$ cat config.mk
export PLATFORM = sky130hd
export DESIGN_NAME = backoff_ctl
export DESIGN_NICKNAME = d
export VERILOG_FILES = /design/src/rtl/backoff_pkg.sv /design/src/rtl/lfsr16.sv /design/src/rtl/backoff_ctl.sv
export SDC_FILE = /design/constraint.sdc
export NUM_CORES = 1
export LEC_CHECK = 0
export BUFFER_PORTS_ARGS = -buffer_cell sky130_fd_sc_hd__clkbuf_2
export CAP_MARGIN = 15
export CORE_ASPECT_RATIO = 1.75
export CORE_UTILIZATION = 65
export CTS_CLUSTER_SIZE = 30
export DETAILED_ROUTE_END_ITERATION = 8
export PLACE_DENSITY = 0.85
export SLEW_MARGIN = 20
export SYNTH_ARGS = -nofsm -noshare
export SYNTH_HDL_FRONTEND = slang
export SYNTH_SLANG_ARGS = --single-unit
$ cat constraint.sdc
create_clock -name clk -period 6.8 [get_ports clk]
set_input_delay 0.34 -clock clk [delete_from_list [all_inputs] [get_ports clk]]
set_output_delay 0.34 -clock clk [all_outputs]
set_load 0.005 [all_outputs]
$ cat src/rtl/backoff_pkg.sv
// rtl/backoff_pkg.sv - shared types, constants and sizing helper for the backoff engine
package backoff_pkg;

   typedef enum logic [1:0] {
      ST_IDLE      = 2'd0,
      ST_WAIT_AIFS = 2'd1,
      ST_BACKOFF   = 2'd2,
      ST_DONE      = 2'd3
   } bo_state_e;

   localparam logic [15:0] LFSR_TAPS      = 16'hB400;
   localparam int          CW_EXP_MAX_DEF = 10;

   // Bits needed to hold any value in 0..max_val.
   function automatic int cnt_width(input int max_val);
      return (max_val < 2) ? 1 : $clog2(max_val + 1);
   endfunction

endpackage

$ cat src/rtl/lfsr16.sv
// rtl/lfsr16.sv - free-running 16-bit Galois LFSR (right-shifting, tap mask on feedback)
module lfsr16
   import backoff_pkg::*;
#(
   parameter logic [15:0] SEED = 16'hACE1,
   parameter logic [15:0] TAPS = LFSR_TAPS
) (
   input  logic        clk,
   input  logic        rstn,
   output logic [15:0] state_o
);

   logic [15:0] state_q;
   logic [15:0] state_d;

   always_comb begin
      state_d = {1'b0, state_q[15:1]} ^ (state_q[0] ? TAPS : 16'h0000);
   end

   always_ff @(posedge clk) begin
      if (!rstn) begin
         state_q <= SEED;
      end else begin
         state_q <= state_d;
      end
   end

   assign state_o = state_q;

endmodule

$ cat src/rtl/backoff_ctl.sv
// rtl/backoff_ctl.sv - per-queue channel-access backoff: random draw, AIFS wait, slot countdown
module backoff_ctl
   import backoff_pkg::*;
#(
   parameter int          SLOT_CYCLES = 900,
   parameter int          SIFS_CYCLES = 1600,
   parameter logic [15:0] LFSR_SEED   = 16'hACE1,
   parameter int          CW_EXP_MAX  = CW_EXP_MAX_DEF
) (
   input  logic       clk,
   input  logic       rstn,
   input  logic       start_req,
   input  logic [3:0] cw_exp,
   input  logic [3:0] aifsn,
   input  logic       ch_idle,
   input  logic       abort,
   output logic       backoff_done,
   output logic       busy,
   output logic [9:0] bo_remain,
   output logic [1:0] bo_state
);

   localparam int          CW      = cnt_width(SIFS_CYCLES + 15 * SLOT_CYCLES);
   localparam int          SW      = cnt_width(SLOT_CYCLES - 1);
   localparam logic [3:0]  CW_MAX4 = 4'(CW_EXP_MAX);
   localparam logic [SW-1:0] SLOT_LAST = SW'(SLOT_CYCLES - 1);

   bo_state_e      state_q, state_d;
   logic [CW-1:0]  aifs_len_q, aifs_len_d;
   logic [CW-1:0]  aifs_cnt_q, aifs_cnt_d;
   logic [SW-1:0]  slot_cnt_q, slot_cnt_d;
   logic [9:0]     remain_q, remain_d;
   logic           done_q, busy_q;

   logic [15:0]    lfsr_w;
   logic           unused_lfsr_hi;
   logic [3:0]     exp_clamped;
   logic [9:0]     draw_mask;
   logic [9:0]     draw;
   logic [CW-1:0]  aifs_calc;

   lfsr16 #(
      .SEED (LFSR_SEED),
      .TAPS (LFSR_TAPS)
   ) u_lfsr (
      .clk     (clk),
      .rstn    (rstn),
      .state_o (lfsr_w)
   );

   assign unused_lfsr_hi = ^lfsr_w[15:10];

   always_comb begin
      exp_clamped = (cw_exp > CW_MAX4) ? CW_MAX4 : cw_exp;
      draw_mask   = 10'((11'd1 << exp_clamped) - 11'd1);
      draw        = lfsr_w[9:0] & draw_mask;
      aifs_calc   = CW'(SIFS_CYCLES) + CW'(aifsn) * CW'(SLOT_CYCLES);
   end

   always_comb begin
      state_d    = state_q;
      aifs_len_d = aifs_len_q;
      aifs_cnt_d = aifs_cnt_q;
      slot_cnt_d = slot_cnt_q;
      remain_d   = remain_q;

      case (state_q)
         ST_IDLE: begin
            if (start_req) begin
               remain_d   = draw;
               aifs_len_d = aifs_calc;
               aifs_cnt_d = '0;
               state_d    = ST_WAIT_AIFS;
            end
         end
         ST_WAIT_AIFS: begin
            // Any busy cycle restarts the whole AIFS interval.
            if (!ch_idle) begin
               aifs_cnt_d = '0;
            end else if (aifs_cnt_q == aifs_len_q - CW'(1)) begin
               aifs_cnt_d = '0;
               slot_cnt_d = '0;
               state_d    = (remain_q == 10'd0) ? ST_DONE : ST_BACKOFF;
            end else begin
               aifs_cnt_d = aifs_cnt_q + CW'(1);
            end
         end
         ST_BACKOFF: begin
            if (!ch_idle) begin
               slot_cnt_d = '0;
               aifs_cnt_d = '0;
               state_d    = ST_WAIT_AIFS;
            end else if (slot_cnt_q == SLOT_LAST) begin
               slot_cnt_d = '0;
               if (remain_q != 10'd0) begin
                  remain_d = remain_q - 10'd1;
               end
               if (remain_q <= 10'd1) begin
                  state_d = ST_DONE;
               end
            end else begin
               slot_cnt_d = slot_cnt_q + SW'(1);
            end
         end
         ST_DONE: begin
            state_d = ST_IDLE;
         end
         default: begin
            state_d = ST_IDLE;
         end
      endcase

      // Abort wins over any pending transition, including the one into DONE.
      if (abort && (state_q != ST_IDLE)) begin
         state_d    = ST_IDLE;
         aifs_cnt_d = '0;
         slot_cnt_d = '0;
      end
   end

   always_ff @(posedge clk) begin
      if (!rstn) begin
         state_q    <= ST_IDLE;
         aifs_len_q <= '0;
         aifs_cnt_q <= '0;
         slot_cnt_q <= '0;
         remain_q   <= '0;
         done_q     <= 1'b0;
         busy_q     <= 1'b0;
      end else begin
         state_q    <= state_d;
         aifs_len_q <= aifs_len_d;
         aifs_cnt_q <= aifs_cnt_d;
         slot_cnt_q <= slot_cnt_d;
         remain_q   <= remain_d;
         done_q     <= (state_d == ST_DONE);
         busy_q     <= (state_d != ST_IDLE);
      end
   end

   assign backoff_done = done_q;
   assign busy         = busy_q;
   assign bo_remain    = remain_q;
   assign bo_state     = state_q;

endmodule

# [Word-level counts from Yosys, hierarchy flattened]
# Index checks and enable logic that the tools add are counted.
# W data, S select, Z words.
[classes] n_shift=1 multipliers=1 n_mux=26 n_bitwise=3 reduce_logical=14 n_addsub=6 n_eq_ne=13 order_cmp=2
[op_table] operator="$mux W10" n=8
[op_table] operator="$mux W14" n=4
[op_table] operator="$pmux W14 S3" n=1
[op_table] operator="$pmux W10 S2" n=2
[op_table] operator="$sub A10 B1 Y10 const B" n=2
[op_table] operator="$mux W16" n=1
[op_table] operator="$xor A15 B16 Y16" n=1
[op_table] operator="$add A11 B14 Y14 const A" n=1
[op_table] operator="$add A14 B1 Y14 const B" n=1
[op_table] operator="$eq A14 B14 Y1" n=1
[op_table] operator="$mux W2" n=7
[op_table] operator="$ne A2 B2 Y1 const B" n=7
[op_table] operator="$sub A14 B1 Y14 const B" n=1
[op_table] operator="$mul A4 B8 Y12 const B" n=1
[op_table] operator="$add A10 B1 Y10 const B" n=1
[op_table] operator="$and A10 B10 Y10" n=1
[op_table] operator="$eq A10 B10 Y1 const B" n=1
[op_table] operator="$le A10 B1 Y1 const B" n=1
[op_table] operator="$logic_not A10 Y1" n=1
[op_table] operator="$reduce_bool A10 Y1" n=1
[op_table] operator="$shl A1 B4 Y10 const A" n=1
[op_table] operator="$pmux W2 S4" n=1
[op_table] operator="$reduce_bool A2 Y1" n=4
[op_table] operator="$eq A2 B2 Y1 const B" n=3
[op_table] operator="12 further kinds" n=13
[totals] ff_bits=68 in_bits=13

# [Longest topological paths before layout]
[logic_depth] ltp_word=7 mapped_depth=12

# [Modules after synthesis]
# From an unflattened synthesis, not the netlist that was laid out.
[hier_totals] hier_cells=469 hier_area_um2=3842.4
[by_module_without_submodules] mod="backoff_ctl" seq_area_each_um2=980.9 area_per_inst_um2=3291.9 cells_each=420 n_inst=1
[by_module_without_submodules] mod="lfsr16" seq_area_each_um2=320.3 area_per_inst_um2=550.5 cells_each=49 n_inst=1

# [Least setup slack after synthesis]
# OpenSTA, ideal clock, no wires.
[synth_timing] path_kind="reg2reg" start="register aifs_len_q[7]" end="register slot_cnt_q[7]" arrival_ns=2.980 path_buffers=3 t_required_ns=6.728 setup_slack_ns=3.748 stages_incl_launch_ff=13 setup_ns=0.072 synth_period_minus_slack_ns=3.052 cell_sequence="dfxtp_1 clkbuf_1 inv_1 ha_1 buf_2 or4b_4 or4_1 xor2_1 o32ai_4 o2111ai_4 clkbuf_1 nand3_1 mux2i_1"
[synth_between] elab_chain_len=4
[synth_lines] element="start, declared" line="backoff_ctl.sv:29" source="logic [CW-1:0] aifs_len_q, aifs_len_d;"
[synth_lines] element="start signal, assigned" line="backoff_ctl.sv:132" source="aifs_len_q <= aifs_len_d;"
[synth_lines] element="$sub A14 B1 Y14" line="backoff_ctl.sv:80" source="end else if (aifs_cnt_q == aifs_len_q - CW'(1)) begin"
[synth_lines] element="$eq A14 B14 Y1" line="backoff_ctl.sv:80"
[synth_lines] element="$ne A2 B2 Y1 (no source line)"
[synth_lines] element="$reduce_and A3 Y1 (no source line)"
[synth_lines] element="end signal, assigned" line="backoff_ctl.sv:134" source="slot_cnt_q <= slot_cnt_d;"
[synth_lines] element="end, declared" line="backoff_ctl.sv:31" source="logic [SW-1:0] slot_cnt_q, slot_cnt_d;"
# No other way between the ends.
# A chain may end at the register's enable or synchronous reset.

# [Worst setup path in the final report]
[layout_timing] start="register aifs_len_q[7]" end="register slot_cnt_q[8]"
# The elaborated chain is that of the path after synthesis.

==> results by group <==
Logic synthesis
  – FFs w/ async S/R, synth: 0%
  – Synth Net Count: 515
  – Syn Area/Cell: 8.189 µm²
  – Synth cell types: 62
  – Post-synth EDFFs: 0
  – Yosys reg bits: 65
  – Sequential share of the synthesized area: 33.04%
  – Cells after Synth: 481
  – Post-Syn Area: 0.003939 mm²
  – Most used DFF post-synth: dfxtp_1
  – Synth warn: 0

Finish
  – Fillers: 483
  – Area growth from synthesis to layout: 8.799%
  – Non-filler cells, final: 574
  – Fraction of layout cells with a size suffix above 1: 10.69%
  – ANT cells: 0
  – Final Net Count: 525

STA
  – Worst setup margin: 3349 ps
  – Fmax: 289.8 MHz
  – Min cycle time layout: 3451 ps
  – RSZ-0062 raised after global routing: false
  – Setup Viol. Count Final: 0
  – Skew final: 8.738 ps
  – Final number of max-transition violations: 0
  – Final setup TNS: 0 ps
  – Slew HR: 30.32%
  – Tightest Pin Transition: 1041 ps
  – Hold Vio Cnt, Final: 0
  – Final cycle utilization of the critical path: 50.75%
  – Final hold slack: 296.1 ps

Power and ir drop
  – Pwr dens: 228.4 mW/mm²
  – VDD IR max: 0.0001615 V
  – Sequential cell fraction of total power: 42.8%
  – Total chip power: 978.8 µW
  – Int Pwr: 693.7 µW
  – P_leak: 1.642 nW
  – Clock share of power: 38.4%
  – Comb power frac: 18.7%
  – Switching share of power: 29.13%
  – Switching pwr: 285.1 µW

Critical path
  – Critical path class: register to register
  – R2r startpoint: aifs_len_q[7]
  – CP max stage delay: 590 ps
  – Worst endpoint data arrival time: 3740 ps
  – Crit-path leading delay family: simple AND/OR/NAND/NOR gates
  – Worst path slowest cell: or4b_1
  – FF-to-FF path depth: 9
  – CP required: 7080 ps
  – Crit path max fanout: 24
  – Critical path buffer and inverter count: 1
  – R2r setup slk: 3350 ps
  – Cells along the critical path: inv_1, ha_1, nor4b_2, a21oi_1, or4b_1, nor4_4, o2111ai_4, a2111oi_4, mux2i_1
  – Critical path startpoint category: register
  – Reg2reg end: slot_cnt_q[8]
  – Crit end category: register

Route
  – # DRC: 0
  – DRT antenna net count: 0
  – Total number of vias: 3560
  – Drt wl/cell: 15.90 µm
  – Drt total wl: 9124 µm
  – First-pass iteration count of the detailed router: 5
  – DR iter-0 viols: 259
  – DR vias/cell: 6.202

Clock tree
  – Max clock buf depth: 2
  – Root buf cell: clkbuf_8
  – # Post-CTS Setup Buffers: 0
  – Num CTS Buffers: 9
  – Resized cells post-CTS: 0
  – CTS tree: done
  – Clock Sink Count: 65
  – Number of hold buffers added after CTS: 0
  – Clock Pin Slew Worst Setup and Hold Paths: 70 ps
  – Worst-Skew Late Latency: 350 ps
  – H-tree depth: 3

Floorplan
  – Num rows: 37
  – Core ar.: 0.005879 mm²
  – Die Ht: 105.0 µm
  – Boundary Pins: 27
  – Initial Utilization: 66.99%
  – Die footprint: 0.006387 mm²
  – Die width: 60.85 µm

Global route
  – Largest net degree at the start of global routing: 33
  – All-layer global routing usage: 31.90%
  – Gr ovfl total: 0
  – GRT met2 Usage: 52.28%
  – Busiest layer in global routing: met2
  – Met3 Track Usage GR: 7.178%
  – Grt met1 use: 35.26%
  – First-pass GRT wire length: 15550 µm
  – Initial antenna violation count: 0
  – Vias in the first global route: 3498

Place
  – Routability Congestion: 0.8851
  – PortBufs: 26
  – Placed cells: 558
  – Pre-CTS setup slack: 3358 ps
  – DP HPWL: 6646 µm

Hold path
  – HP Start: aifsn[0]
  – Hold Path Class: primary input to register
  – Hold Path Sink: aifs_len_q[7]
  – Hold path depth: 3

Outcome
  – Outcome: finished clean

Flow run
  – Max Cap Viol: 0
## registers in the layout, indices dropped and copies added, names as in the netlist
signal and count:
aifs_cnt_q 14, aifs_len_q 11, backoff_done 1, bo_remain 10
bo_state 2, busy 1, slot_cnt_q 10, u_lfsr.state_o 16
## power groups by stage
stage | registers (mW) | logic, mW | clock network, mW
3_3_place_gp | 0.427 | 0.177 | 0
5_1_grt | 0.422 | 0.206 | 0.396
2_1_floorplan | 0.420 | 0.145 | 0
4_1_cts | 0.419 | 0.184 | 0.378
3_5_place_dp | 0.428 | 0.183 | 0
6_report | 0.419 | 0.183 | 0.376
## cell usage after synthesis (3+ instances only)
cell | n | share of area (%)
inv_1 | 21 | 2.0
nor2_1 | 29 | 2.8
o22ai_1 | 4 | 0.64
nand2_1 | 46 | 4.4
xnor2_1 | 15 | 3.3
nor2b_1 | 5 | 0.79
a21boi_0 | 6 | 1.1
o21ai_1 | 4 | 0.51
nand3_1 | 33 | 4.2
clkbuf_1 | 21 | 2.0
mux2i_1 | 9 | 2.3
or3_1 | 4 | 0.64
nand3b_1 | 10 | 1.9
o211ai_1 | 3 | 0.57
a21o_1 | 3 | 0.57
and2_1 | 10 | 1.6
and3_1 | 5 | 0.79
buf_2 | 3 | 0.38
nor4_1 | 4 | 0.64
xor2_1 | 10 | 2.2
a211oi_1 | 6 | 1.1
o211a_1 | 4 | 1.0
nor3_1 | 18 | 2.3
o21ai_0 | 21 | 2.7
dfxtp_1 | 65 | 33
a31oi_1 | 13 | 2.1
fa_1 | 3 | 1.5
o21a_1 | 3 | 0.57
nand4_1 | 9 | 1.4
nand2b_1 | 11 | 1.7
ha_1 | 18 | 5.7
a21oi_1 | 30 | 3.8
## worst max path at each step
stage	from	endpoint	slack, ps	cells past startpoint
4_1_cts	aifs_len_q[7]	slot_cnt_q[8]	3340	9
6_report	aifs_len_q[7]	slot_cnt_q[8]	3350	9
3_3_place_gp	aifs_len_q[7]	slot_cnt_q[8]	3470	9
2_1_floorplan	aifs_len_q[7]	slot_cnt_q[7]	3750	12
5_1_grt	aifs_len_q[7]	slot_cnt_q[8]	3040	9
3_5_place_dp	aifs_len_q[7]	slot_cnt_q[8]	3360	9
## routing by layer
layer	wire (µm)	part of all wire (%)	up-vias
li1	-	-	1753
met2	4700	52	103
met1	3541	39	1656
met3	337	3.7	48
met5	0	0	-
met4	545	6.0	0
## through the flow
| stage | area, µm² | utilization, % |
|---|---|---|
| 6_report | 4285 | 72.89 |
| 5_1_grt | 4285 | 72.89 |
| 4_1_cts | 4283 | 72.85 |
| 3_5_place_dp | 4054 | 68.95 |
| 3_3_place_gp | 4054 | 68.95 |
| 2_1_floorplan | 3939 | - |
## logic make-up after synthesis
group | share of synthesized area [%]
AO/OA/AOI/OAI | 20.49
XOR/XNOR | 5.559
adder cells (fa/ha/maj) | 7.243
buffers and inverters | 5.146
flip-flops | 33.04
multiplexers | 2.287
AND/OR/NAND/NOR | 26.24
## cell usage in the layout (no fill, tap or decap), drive strengths merged, types with 3 or more instances in the layout
cell type,n
and3,5
a211oi,7
nand3,33
fa,3
a31oi,13
a21oi,30
or3,4
nand2b,11
nor2b,5
nor3,18
a21o,3
clkinvlp,3
xor2,10
nand2,46
nor4,6
o21a,3
inv,21
nand3b,10
o21ai,25
and2,10
xnor2,15
nor2,29
dfxtp,65
a21boi,7
o211a,4
ha,18
o211ai,3
nand4,9
o22ai,4
mux2i,9
clkbuf,36
## cell type report
cell class              count  area (µm²)  area share, %
clock buffers              10       137.6          3.212
clock inverters             6       91.34          2.131
inverters                  22       82.58          1.927
multi-input cells         366        2437          56.88
flip-flops and latches     65        1301          30.37
well taps                  78       97.59          2.277
repair buffers             27       137.6          3.212
## worst min-delay path: cells and delay by family
family,cells,cell delay [ps]
compound gates,1,70
buf+inv,1,110
simple gates,1,70
(Power assumes the default switching activity.)
